File: src/rtl/lcd_pkg.sv
// Shared types for the LCD SPI sequencer: FSM state encoding, the init-entry
// payload and the default panel init table.
package lcd_pkg;

  typedef enum logic [2:0] {
    RST_HOLD,
    RST_WAIT,
    INIT_SEND,
    INIT_WAIT,
    IDLE,
    SEND,
    WAIT
  } lcd_state_t;

  // One init ROM entry: dc=0 command byte, dc=1 data byte.
  typedef struct packed {
    logic       dc;
    logic [7:0] data;
  } init_entry_t;

  localparam int unsigned INIT_TABLE_LEN = 16;
  localparam int unsigned INIT_TABLE_AW  = 4;

  // Default init table. The first three entries form a minimal bring-up
  // (sleep out, display on, one data byte) usable with INIT_LEN=3.
  function automatic init_entry_t default_init_entry(input logic [INIT_TABLE_AW-1:0] idx);
    init_entry_t e;
    e = '0;
    case (idx)
      4'd0:  e = '{dc: 1'b0, data: 8'h11};  // sleep out
      4'd1:  e = '{dc: 1'b0, data: 8'h29};  // display on
      4'd2:  e = '{dc: 1'b1, data: 8'hAA};
      4'd3:  e = '{dc: 1'b0, data: 8'h36};  // memory access control
      4'd4:  e = '{dc: 1'b1, data: 8'h00};
      4'd5:  e = '{dc: 1'b0, data: 8'h3A};  // pixel format
      4'd6:  e = '{dc: 1'b1, data: 8'h55};
      4'd7:  e = '{dc: 1'b0, data: 8'h21};  // inversion on
      4'd8:  e = '{dc: 1'b0, data: 8'h13};  // normal display mode
      4'd9:  e = '{dc: 1'b0, data: 8'h2A};  // column address set
      4'd10: e = '{dc: 1'b1, data: 8'h00};
      4'd11: e = '{dc: 1'b1, data: 8'h00};
      4'd12: e = '{dc: 1'b1, data: 8'h00};
      4'd13: e = '{dc: 1'b1, data: 8'hEF};
      4'd14: e = '{dc: 1'b0, data: 8'h2B};  // row address set
      4'd15: e = '{dc: 1'b1, data: 8'h00};
    endcase
    return e;
  endfunction

endpackage

File: src/rtl/lcd_init_rom.sv
// Combinational init ROM: maps an init index to its {dc, byte} entry.
// Ports: index (0..254), entry_c (unregistered lookup result; zero when
// index is beyond INIT_LEN or the default table).
module lcd_init_rom
  import lcd_pkg::*;
#(
  parameter int unsigned INIT_LEN = 16
) (
  input  logic [7:0]  index,
  output init_entry_t entry_c
);

  // Entries past the stored table read back as a zero command byte (NOP).
  always_comb begin
    entry_c = '0;
    if ((32'(index) < INIT_LEN) && (32'(index) < INIT_TABLE_LEN)) begin
      entry_c = default_init_entry(index[INIT_TABLE_AW-1:0]);
    end
  end

endmodule

File: src/rtl/lcd_spi_sequencer.sv
// LCD SPI sequencer: drives the LCD hardware reset, streams the init table to
// an SPI master, then forwards requester bytes one at a time.
// Ports:
//   clk, rst               clock, synchronous active-high reset
//   cmd_valid/byte/dc      requester byte offer (dc: 0 command, 1 data)
//   cmd_ready              offer accepted this cycle (combinational)
//   spi_start/spi_data     one-cycle start pulse and byte to the SPI master
//   spi_busy               SPI master is shifting
//   lcd_dc, lcd_rst_n      LCD D/C pin and active-low hardware reset
//   init_done              init sequence finished (sticky until reset)
// INIT_LEN legal range is 1..255.
module lcd_spi_sequencer
  import lcd_pkg::*;
#(
  parameter int unsigned RST_HOLD_CYCLES = 1000,
  parameter int unsigned RST_WAIT_CYCLES = 5000,
  parameter int unsigned INIT_LEN        = 16
) (
  input  logic       clk,
  input  logic       rst,
  input  logic       cmd_valid,
  input  logic [7:0] cmd_byte,
  input  logic       cmd_dc,
  output logic       cmd_ready,
  output logic       spi_start,
  output logic [7:0] spi_data,
  input  logic       spi_busy,
  output logic       lcd_dc,
  output logic       lcd_rst_n,
  output logic       init_done
);

  localparam int unsigned CNT_MAX   = (RST_HOLD_CYCLES > RST_WAIT_CYCLES) ?
                                      RST_HOLD_CYCLES : RST_WAIT_CYCLES;
  localparam int unsigned CNT_W_RAW = $clog2(CNT_MAX + 1);
  localparam int unsigned CNT_W     = (CNT_W_RAW < 1) ? 1 : CNT_W_RAW;
  localparam logic [CNT_W-1:0] CNT_SAT = '1;

  lcd_state_t       state, state_d;
  logic [CNT_W-1:0] cnt, cnt_d, cnt_inc_c;
  logic [7:0]       index, index_d;
  logic             spi_start_d;
  logic [7:0]       spi_data_d;
  logic             lcd_dc_d;
  logic             lcd_rst_n_d;
  logic             init_done_d;
  logic             hold_done_c;
  logic             wait_done_c;
  logic             xfer_done_c;
  init_entry_t      rom_entry_c;

  // ROM is addressed by the next index so the entry lands with the start pulse.
  lcd_init_rom #(
    .INIT_LEN (INIT_LEN)
  ) u_init_rom (
    .index   (index_d),
    .entry_c (rom_entry_c)
  );

  assign cmd_ready = (state == IDLE) && !spi_busy && !rst;

  // Saturating delay counter; also serves as the wait-state guard flag.
  assign cnt_inc_c   = (cnt == CNT_SAT) ? cnt : cnt + CNT_W'(1);
  assign hold_done_c = (33'(cnt) + 33'd1) >= 33'(RST_HOLD_CYCLES);
  assign wait_done_c = (33'(cnt) + 33'd1) >= 33'(RST_WAIT_CYCLES);
  // cnt==0 marks the first wait cycle, where spi_busy may not be up yet.
  assign xfer_done_c = (cnt != '0) && !spi_busy;

  // Next-state and registered-output logic.
  always_comb begin
    state_d     = state;
    cnt_d       = cnt_inc_c;
    index_d     = index;
    spi_data_d  = spi_data;
    lcd_dc_d    = lcd_dc;
    init_done_d = init_done;

    case (state)
      RST_HOLD: if (hold_done_c) state_d = RST_WAIT;
      RST_WAIT: begin
        if (wait_done_c) begin
          state_d = INIT_SEND;
          index_d = 8'd0;
        end
      end
      INIT_SEND: state_d = INIT_WAIT;
      INIT_WAIT: begin
        if (xfer_done_c) begin
          if ((32'(index) + 32'd1) < INIT_LEN) begin
            state_d = INIT_SEND;
            index_d = index + 8'd1;
          end else begin
            state_d = IDLE;
          end
        end
      end
      IDLE: begin
        if (cmd_valid && cmd_ready) begin
          state_d    = SEND;
          spi_data_d = cmd_byte;
          lcd_dc_d   = cmd_dc;
        end
      end
      SEND: state_d = WAIT;
      WAIT: if (xfer_done_c) state_d = IDLE;
      default: state_d = RST_HOLD;
    endcase

    if (state_d != state) cnt_d = '0;

    if (state_d == INIT_SEND) begin
      spi_data_d = rom_entry_c.data;
      lcd_dc_d   = rom_entry_c.dc;
    end

    spi_start_d = (state_d == INIT_SEND) || (state_d == SEND);
    lcd_rst_n_d = (state_d != RST_HOLD);
    if (state_d == IDLE) init_done_d = 1'b1;
  end

  // State and output registers.
  always_ff @(posedge clk) begin
    if (rst) begin
      state     <= RST_HOLD;
      cnt       <= '0;
      index     <= '0;
      spi_start <= 1'b0;
      spi_data  <= '0;
      lcd_dc    <= 1'b0;
      lcd_rst_n <= 1'b0;
      init_done <= 1'b0;
    end else begin
      state     <= state_d;
      cnt       <= cnt_d;
      index     <= index_d;
      spi_start <= spi_start_d;
      spi_data  <= spi_data_d;
      lcd_dc    <= lcd_dc_d;
      lcd_rst_n <= lcd_rst_n_d;
      init_done <= init_done_d;
    end
  end

endmodule
File: config.mk
export PLATFORM = sky130hd
export DESIGN_NAME = lcd_spi_sequencer
export DESIGN_NICKNAME = d
export VERILOG_FILES = /design/src/rtl/lcd_pkg.sv /design/src/rtl/lcd_init_rom.sv /design/src/rtl/lcd_spi_sequencer.sv
export SDC_FILE = /design/constraint.sdc
export NUM_CORES = 1
export LEC_CHECK = 0
export CORE_ASPECT_RATIO = 0.5
export CORE_MARGIN = 2
export CORE_UTILIZATION = 60
export CTS_CLUSTER_SIZE = 28
export DETAILED_ROUTE_END_ITERATION = 8
export GPL_TIMING_DRIVEN = 0
export HOLD_SLACK_MARGIN = 0.05
export PLACE_DENSITY = 0.8
export SLEW_MARGIN = 20
export SYNTH_ARGS = -nofsm -noshare
export SYNTH_HDL_FRONTEND = slang
export SYNTH_SLANG_ARGS = --single-unit
export TNS_END_PERCENT = 100
File: constraint.sdc
create_clock -name clk -period 5.8 [get_ports clk]
set_clock_uncertainty 0.15 [all_clocks]
set_input_delay 1.45 -clock clk [delete_from_list [all_inputs] [get_ports clk]]
set_output_delay 1.45 -clock clk [all_outputs]
set_load 0.02 [all_outputs]
==> impl_metrics.yaml, run 1 <==
setup_path:
  crit_type: "in -> reg"
  cp_max_fo: 10
  cp_top_family: "compound AO/OA/AOI/OAI gates"
  path_buf_inv: 3
  critical_path.max_stage_delay_ns: 0.55
  slowest_stage: "o21ai_0"
  worstPathRequired_ns: 5.81
  critPathLaunchType: "input port"
  crit_chain: "clkdlybuf4s50_1 > a41oi_1 > nand2_1 > nor3_2 > buf_4 > nor2b_1 > o21ai_0 > inv_1 > ha_1 > mux2_2 > nor2_1 > a2111oi_2 > a21oi_1 > a311oi_2"
  endpoint_kind: "register"
  crit_arrival_ns: 4.74
yosys:
  async_reset_ff_frac: 0
  netlist_area_um2: 2400
  ys_seq_elements: 36
  ys.flop_type: "dfxtp_1"
  synth_edf_count: 0
  yosysUniqueCellTypes: 58
  ys_seq_area_frac: 0.300
  ys_warn_count: 0
  netlist_instances: 303
  syn-num-nets: 324
  avgSynthCellArea_um2: 7.93
pwr:
  p_clk_frac: 0.412
  power_frac_comb: 0.058
  leakage_nw: 1.20
  total_power_w: 0.000473
  vdd_drop_max_v: 0.0000882
  sequentialPowerShare: 0.530
  p_sw_w: 0.000105
  p_sw_frac: 0.222
  p_per_area_nw_per_um2: 168
  intPower_w: 0.000368
global_routing:
  grt_start_max_net_pins: 11
  grt_pass1_vias: 2210
  grt_usage: 0.273
  grt_pass1_wl_mm: 9.94
  grt_overflow: 0
  antenna_found_initial: 0
clocking:
  clkSinkCount: 36
  numCtsBuffers: 5
  clkTransAtPathRegs_ns: 0.07
  cts_tree: "built"
  worstSkewPairLatency_ns: 0.29
  cts_resized: 0
  htreeDepth: 2
  clock_path_buffers: 2
  hold_buffers: 0
  cts_setup_buffers: 0
  cts_root_buffer: "clkbuf_8"
route:
  antenna_left: 0
  drc: 0
  drtIter0Drc: 114
  routed_via_density: 6.04
  wl_per_cell_um: 14.8
  firstDrtPassIters: 6
  via_count: 2342
  totalWireLength_mm: 5.75
cells_and_area:
  areaGrowthSynthToFinish_pct: 16.8
  antenna_cells: 0
  fin_cells: 388
  fin_nets: 355
  nFillCells: 317
  layout-drive-gt1-share: 0.120
placed_design:
  gp_congestion: 0.918
  place_hpwl_mm: 4.20
  dp_cells: 381
  io_buffers: 24
status:
  status: "completed"
sta:
  maxSlewViolCount: 0
  post-route-period-util: 0.815
  hold_slack_ns: 0.331
  worst_pin_slew_ns: 0.659
  hold_viol: 0
  tns_ns: 0
  timing.fmax_ghz: 0.211
  grt_setup_unrepaired: "false"
  slew_headroom: 0.556
  setup_viol: 0
  min_period_ns: 4.73
floorplan:
  dieHeight_um: 48.7
  io_pins: 26
  initial_core_util: 0.622
  core_um2: 3860
  design.die.area_um2: 4560
  die_w_um: 93.5
  row_count: 16
hold_path:
  holdCritPathClass: "reg -> reg"
job:
  max-cap-violations: 0
## per-layer routing
metal,part of all wire,vias to the layer above,track usage
met5,0,-,0
met4,0.021,0,0.0956
met3,0.052,20,0.0654
met2,0.47,77,0.468
met1,0.45,1097,0.338
li1,-,1148,-
## worst paths after layout
path | start | endpoint | slack [ns] | cells after the start
max reg2reg | cnt[1] | spi_data[2] | 1.72 | 15
max | spi_busy | spi_data[2] | 1.07 | 14
min reg2reg | init_done | init_done | 0.33 | 1
min | init_done | init_done | 0.33 | 1
## stage by stage
step | util | area [um^2] | worst slack (ns)
floorplan | - | 2400 | 1.80
global placement | 0.701 | 2710 | 0.870
detailed placement | 0.701 | 2710 | 0.835
CTS | 0.726 | 2810 | 1.12
global route | 0.726 | 2810 | 0.789
finish | 0.726 | 2810 | 1.07
## synthesized netlist by cell type, types with 3 or more instances
cell | count | area (um^2)
nor2_1 | 45 | 169
dfxtp_1 | 36 | 721
nand2_1 | 26 | 97.6
a21oi_1 | 13 | 65.1
buf_2 | 12 | 60.1
and3_1 | 11 | 68.8
mux2i_1 | 11 | 110
nand3_1 | 11 | 55.1
nor3_1 | 11 | 55.1
o21ai_0 | 11 | 55.1
xnor2_1 | 11 | 96.3
inv_1 | 10 | 37.5
ha_1 | 8 | 100
clkbuf_1 | 7 | 26.3
mux2_2 | 7 | 78.8
a31oi_1 | 5 | 31.3
nand2b_1 | 5 | 31.3
a211oi_1 | 4 | 30.0
and2_1 | 4 | 25.0
nand4_1 | 4 | 25.0
nor4_1 | 4 | 25.0
a21o_1 | 3 | 22.5
a41oi_1 | 3 | 26.3
## power groups by stage
stage	Sequential, W	Combinational (W)	Clock, W
after global routing	0.000251	0.0000300	0.000207
after global placement	0.000256	0.0000255	0
after CTS	0.000250	0.0000271	0.000197
after detailed placement	0.000256	0.0000264	0
final	0.000251	0.0000273	0.000195
after floorplan	0.000256	0.0000146	0
## layout make-up
cell class | instances | area, um^2 | share of cell area
well taps | 54 | 67.6 | 0.0241
plain buffers | 21 | 105 | 0.0374
flip-flops and latches | 36 | 721 | 0.257
multi-input cells | 236 | 1540 | 0.548
repair buffers | 24 | 240 | 0.0856
inverters | 10 | 37.5 | 0.0134
clock buffers | 7 | 96.3 | 0.0343
## worst register-to-register path, cell delays in order (launching register included)
cell       delay, ns
dfxtp_1         0.41
ha_1            0.16
buf_2           0.18
nand3_1         0.20
nor3_1          0.28
a21oi_1         0.13
a21o_1          0.22
nor3_1          0.36
a21oi_1         0.20
a22oi_2         0.38
ha_1            0.41
mux2_2          0.21
nor2_1          0.04
a2111oi_2       0.33
a21oi_1         0.11
a311oi_2        0.24
## cells in the final DEF, fill, tap and decap left out, types with 11 or more instances in the layout
cell type        instances
dfxtp_1                 36
nand2_1                 26
mux2i_1                 11
nor3_1                  11
and3_1                  11
nand3_1                 11
o21ai_0                 11
buf_2                   12
a21oi_1                 13
clkdlybuf4s50_1         24
xnor2_1                 11
nor2_1                  45
## logic make-up after synthesis
group | synth area share
simple gates | 0.261
compound gates | 0.203
flops | 0.300
buf+inv | 0.0594
mux | 0.0906
xor+xnor | 0.0437
fa+ha+maj | 0.0417
## state kept, by name (all words and copies together), names as in the netlist
register	flops
init_done	1
cnt	13
index	8
lcd_dc	1
lcd_rst_n	1
spi_data	8
spi_start	1
state	3
Note: power is estimated with default switching activity, not from simulation.
==> run 2, diff against run 1 <==
--- a/config.mk
+++ b/config.mk
@@ -7,12 +7,12 @@
 export LEC_CHECK = 0
 export CORE_ASPECT_RATIO = 0.5
 export CORE_MARGIN = 2
-export CORE_UTILIZATION = 60
+export CORE_UTILIZATION = 51
 export CTS_CLUSTER_SIZE = 28
 export DETAILED_ROUTE_END_ITERATION = 8
 export GPL_TIMING_DRIVEN = 0
 export HOLD_SLACK_MARGIN = 0.05
-export PLACE_DENSITY = 0.8
+export PLACE_DENSITY = 0.72
 export SLEW_MARGIN = 20
 export SYNTH_ARGS = -nofsm -noshare
 export SYNTH_HDL_FRONTEND = slang
==> constraint.sdc (replaced) <==
create_clock -name clk -period 4.15 [get_ports clk]
set_clock_uncertainty 0.15 [all_clocks]
set_input_delay 1.0375 -clock clk [delete_from_list [all_inputs] [get_ports clk]]
set_output_delay 1.0375 -clock clk [all_outputs]
set_load 0.02 [all_outputs]
==> impl_metrics.yaml, run 2 (synthesis gave the netlist of run 1 again) <==
cells_and_area:
  areaGrowthSynthToFinish_pct: 19.2
  nFillCells: 410
  max_flop_register: "cnt"
  layout-drive-gt1-share: 0.139
  top_regs: "cnt x13, index x8, spi_data x8"
  antenna_cells: 0
  largest_reg_flops: 13
  layout_commonest_cell: "nor2_1"
  fin_area_um2: 2860
  most-common-layout-cells: "45 x nor2_1, 36 x dfxtp_1, 26 x nand2_1"
  fin_nets: 358
  fin_cells: 395
setup_path:
  slowest_stage: "clkdlybuf4s50_1"
  cp_top_family: "compound AO/OA/AOI/OAI gates"
  critPathLaunchType: "input port"
  crit_chain: "clkdlybuf4s50_1 > a41oi_2 > nand2_1 > nor3_2 > buf_4 > a21oi_1 > a22oi_2 > buf_4 > ha_1 > nor3_1 > mux2_2 > or3_1 > o211ai_1 > a31oi_1"
  crit_arrival_ns: 3.93
  crit_type: "in -> reg"
  endpoint_kind: "register"
  path_buf_inv: 3
  cp_max_fo: 10
  worstPathRequired_ns: 4.17
  worst_path_most_repeated_cell: "buf_4"
  critical_path.max_stage_delay_ns: 0.46
clocking:
  numCtsBuffers: 5
  hold_buffers: 0
  clock_path_buffers: 2
  cts_tree: "built"
  clkSinkCount: 36
  clkTransAtPathRegs_ns: 0.08
  worstSkewPairLatency_ns: 0.29
  htreeDepth: 2
  cts_root_buffer: "clkbuf_8"
global_routing:
  grt_overflow: 0
  gr-usage-met1: 0.299
  use_met2: 0.395
  antenna_found_initial: 0
  grt_usage: 0.237
  grt_most_used_layer: "met2"
  grt_pass1_wl_mm: 9.70
  grt_start_max_net_pins: 12
  grt_pass1_vias: 2122
  grt_util_met3: 0.0560
job:
  max-cap-violations: 0
floorplan:
  io_pins: 26
  die_w_um: 101
  initial_core_util: 0.538
  design.die.area_um2: 5310
  dieHeight_um: 52.5
  core_um2: 4470
  row_count: 17
status:
  status: "completed"
sta:
  setup_viol: 0
  tns_ns: 0
  grt_setup_unrepaired: "false"
  timing.fmax_ghz: 0.255
  maxSlewViolCount: 0
  worst_pin_slew_ns: 0.617
  slew_headroom: 0.585
  min_period_ns: 3.92
  hold_viol: 0
  post-route-period-util: 0.944
hold_path:
  holdCritPathClass: "reg -> reg"
pwr:
  leakage_nw: 1.22
  vdd_drop_max_v: 0.000178
  p_per_area_nw_per_um2: 244
route:
  firstDrtPassIters: 4
  via_count: 2316
  routed_via_density: 5.86
  wl_per_cell_um: 15.0
  totalWireLength_mm: 5.91
  drtIter0Drc: 80
  antenna_left: 0
  drc: 0
placed_design:
  dp_cells: 384
  placed_cell_area_um2: 2710
  io_buffers: 24
  place_hpwl_mm: 4.20
  gp_congestion: 0.925
==> run 2: path summary, 6_finish.rpt <==
| path | start | end | slack [ns] | depth (start not counted) |
|---|---|---|---|---|
| worst min register to register | index[7] | index[7] | 0.34 | 1 |
| worst min-delay path | index[7] | index[7] | 0.34 | 1 |
| worst max-delay path | spi_busy | spi_data[5] | 0.23 | 14 |
| worst max register to register | cnt[1] | spi_data[2] | 0.34 | 15 |
==> run 2: metrics by stage <==
step	util	total power, W	setup slack (ns)	hold WS, ns
global placement	0.608	0.000393	-0.389	0.319
CTS	0.637	0.000704	0.0654	0.338
finish	0.641	0.000699	0.234	0.338
detailed placement	0.608	0.000395	-0.403	0.323
floorplan	-	0.000378	0.559	0.303
global route	0.641	0.000725	0.0312	0.354
==> run 2: area by class of cell <==
class | instances | area, um^2 | area share
Multi-Input combinational cell | 236 | 1560 | 0.544
Clock inverter | 2 | 35.0 | 0.0122
Tap cell | 57 | 71.3 | 0.0249
Buffer | 21 | 105 | 0.0367
Timing Repair Buffer | 27 | 263 | 0.0918
Sequential cell | 36 | 721 | 0.252
Inverter | 10 | 37.5 | 0.0131
Clock buffer | 6 | 72.6 | 0.0253
==> run 2: worst register-to-register path, stage by stage (launching register included) <==
cell       delay, ns
dfxtp_1         0.38
ha_1            0.15
buf_2           0.19
nand3_1         0.21
nor4_1          0.61
a21o_1          0.29
nor3_2          0.09
a21oi_1         0.27
a22oi_2         0.13
inv_1           0.10
ha_1            0.22
mux2_2          0.17
nor2_1          0.04
a2111oi_2       0.34
a21oi_1         0.11
a311oi_2        0.26
==> run 2: power by group <==
| group | leakage (nW) | switching (W) | internal (W) |
|---|---|---|---|
| clock | 0.0552 | 0.000133 | 0.000178 |
| sequential | 0.290 | 0.00000200 | 0.000348 |
| combinational | 0.872 | 0.0000196 | 0.0000184 |
| total | 1.22 | 0.000155 | 0.000544 |
==> run 2: metal layers <==
metal	routed length [um]	vias up
met1	2860	1096
met4	100	0
met5	0	-
met2	2740	54
li1	-	1154
met3	223	12
==> run 2: timing repair <==
item / CTS / global route
pin swaps: 1 / 0
resized for setup: 1 / 4
setup endpoints to repair: 3 / 4
buffers inserted: 3 / 0
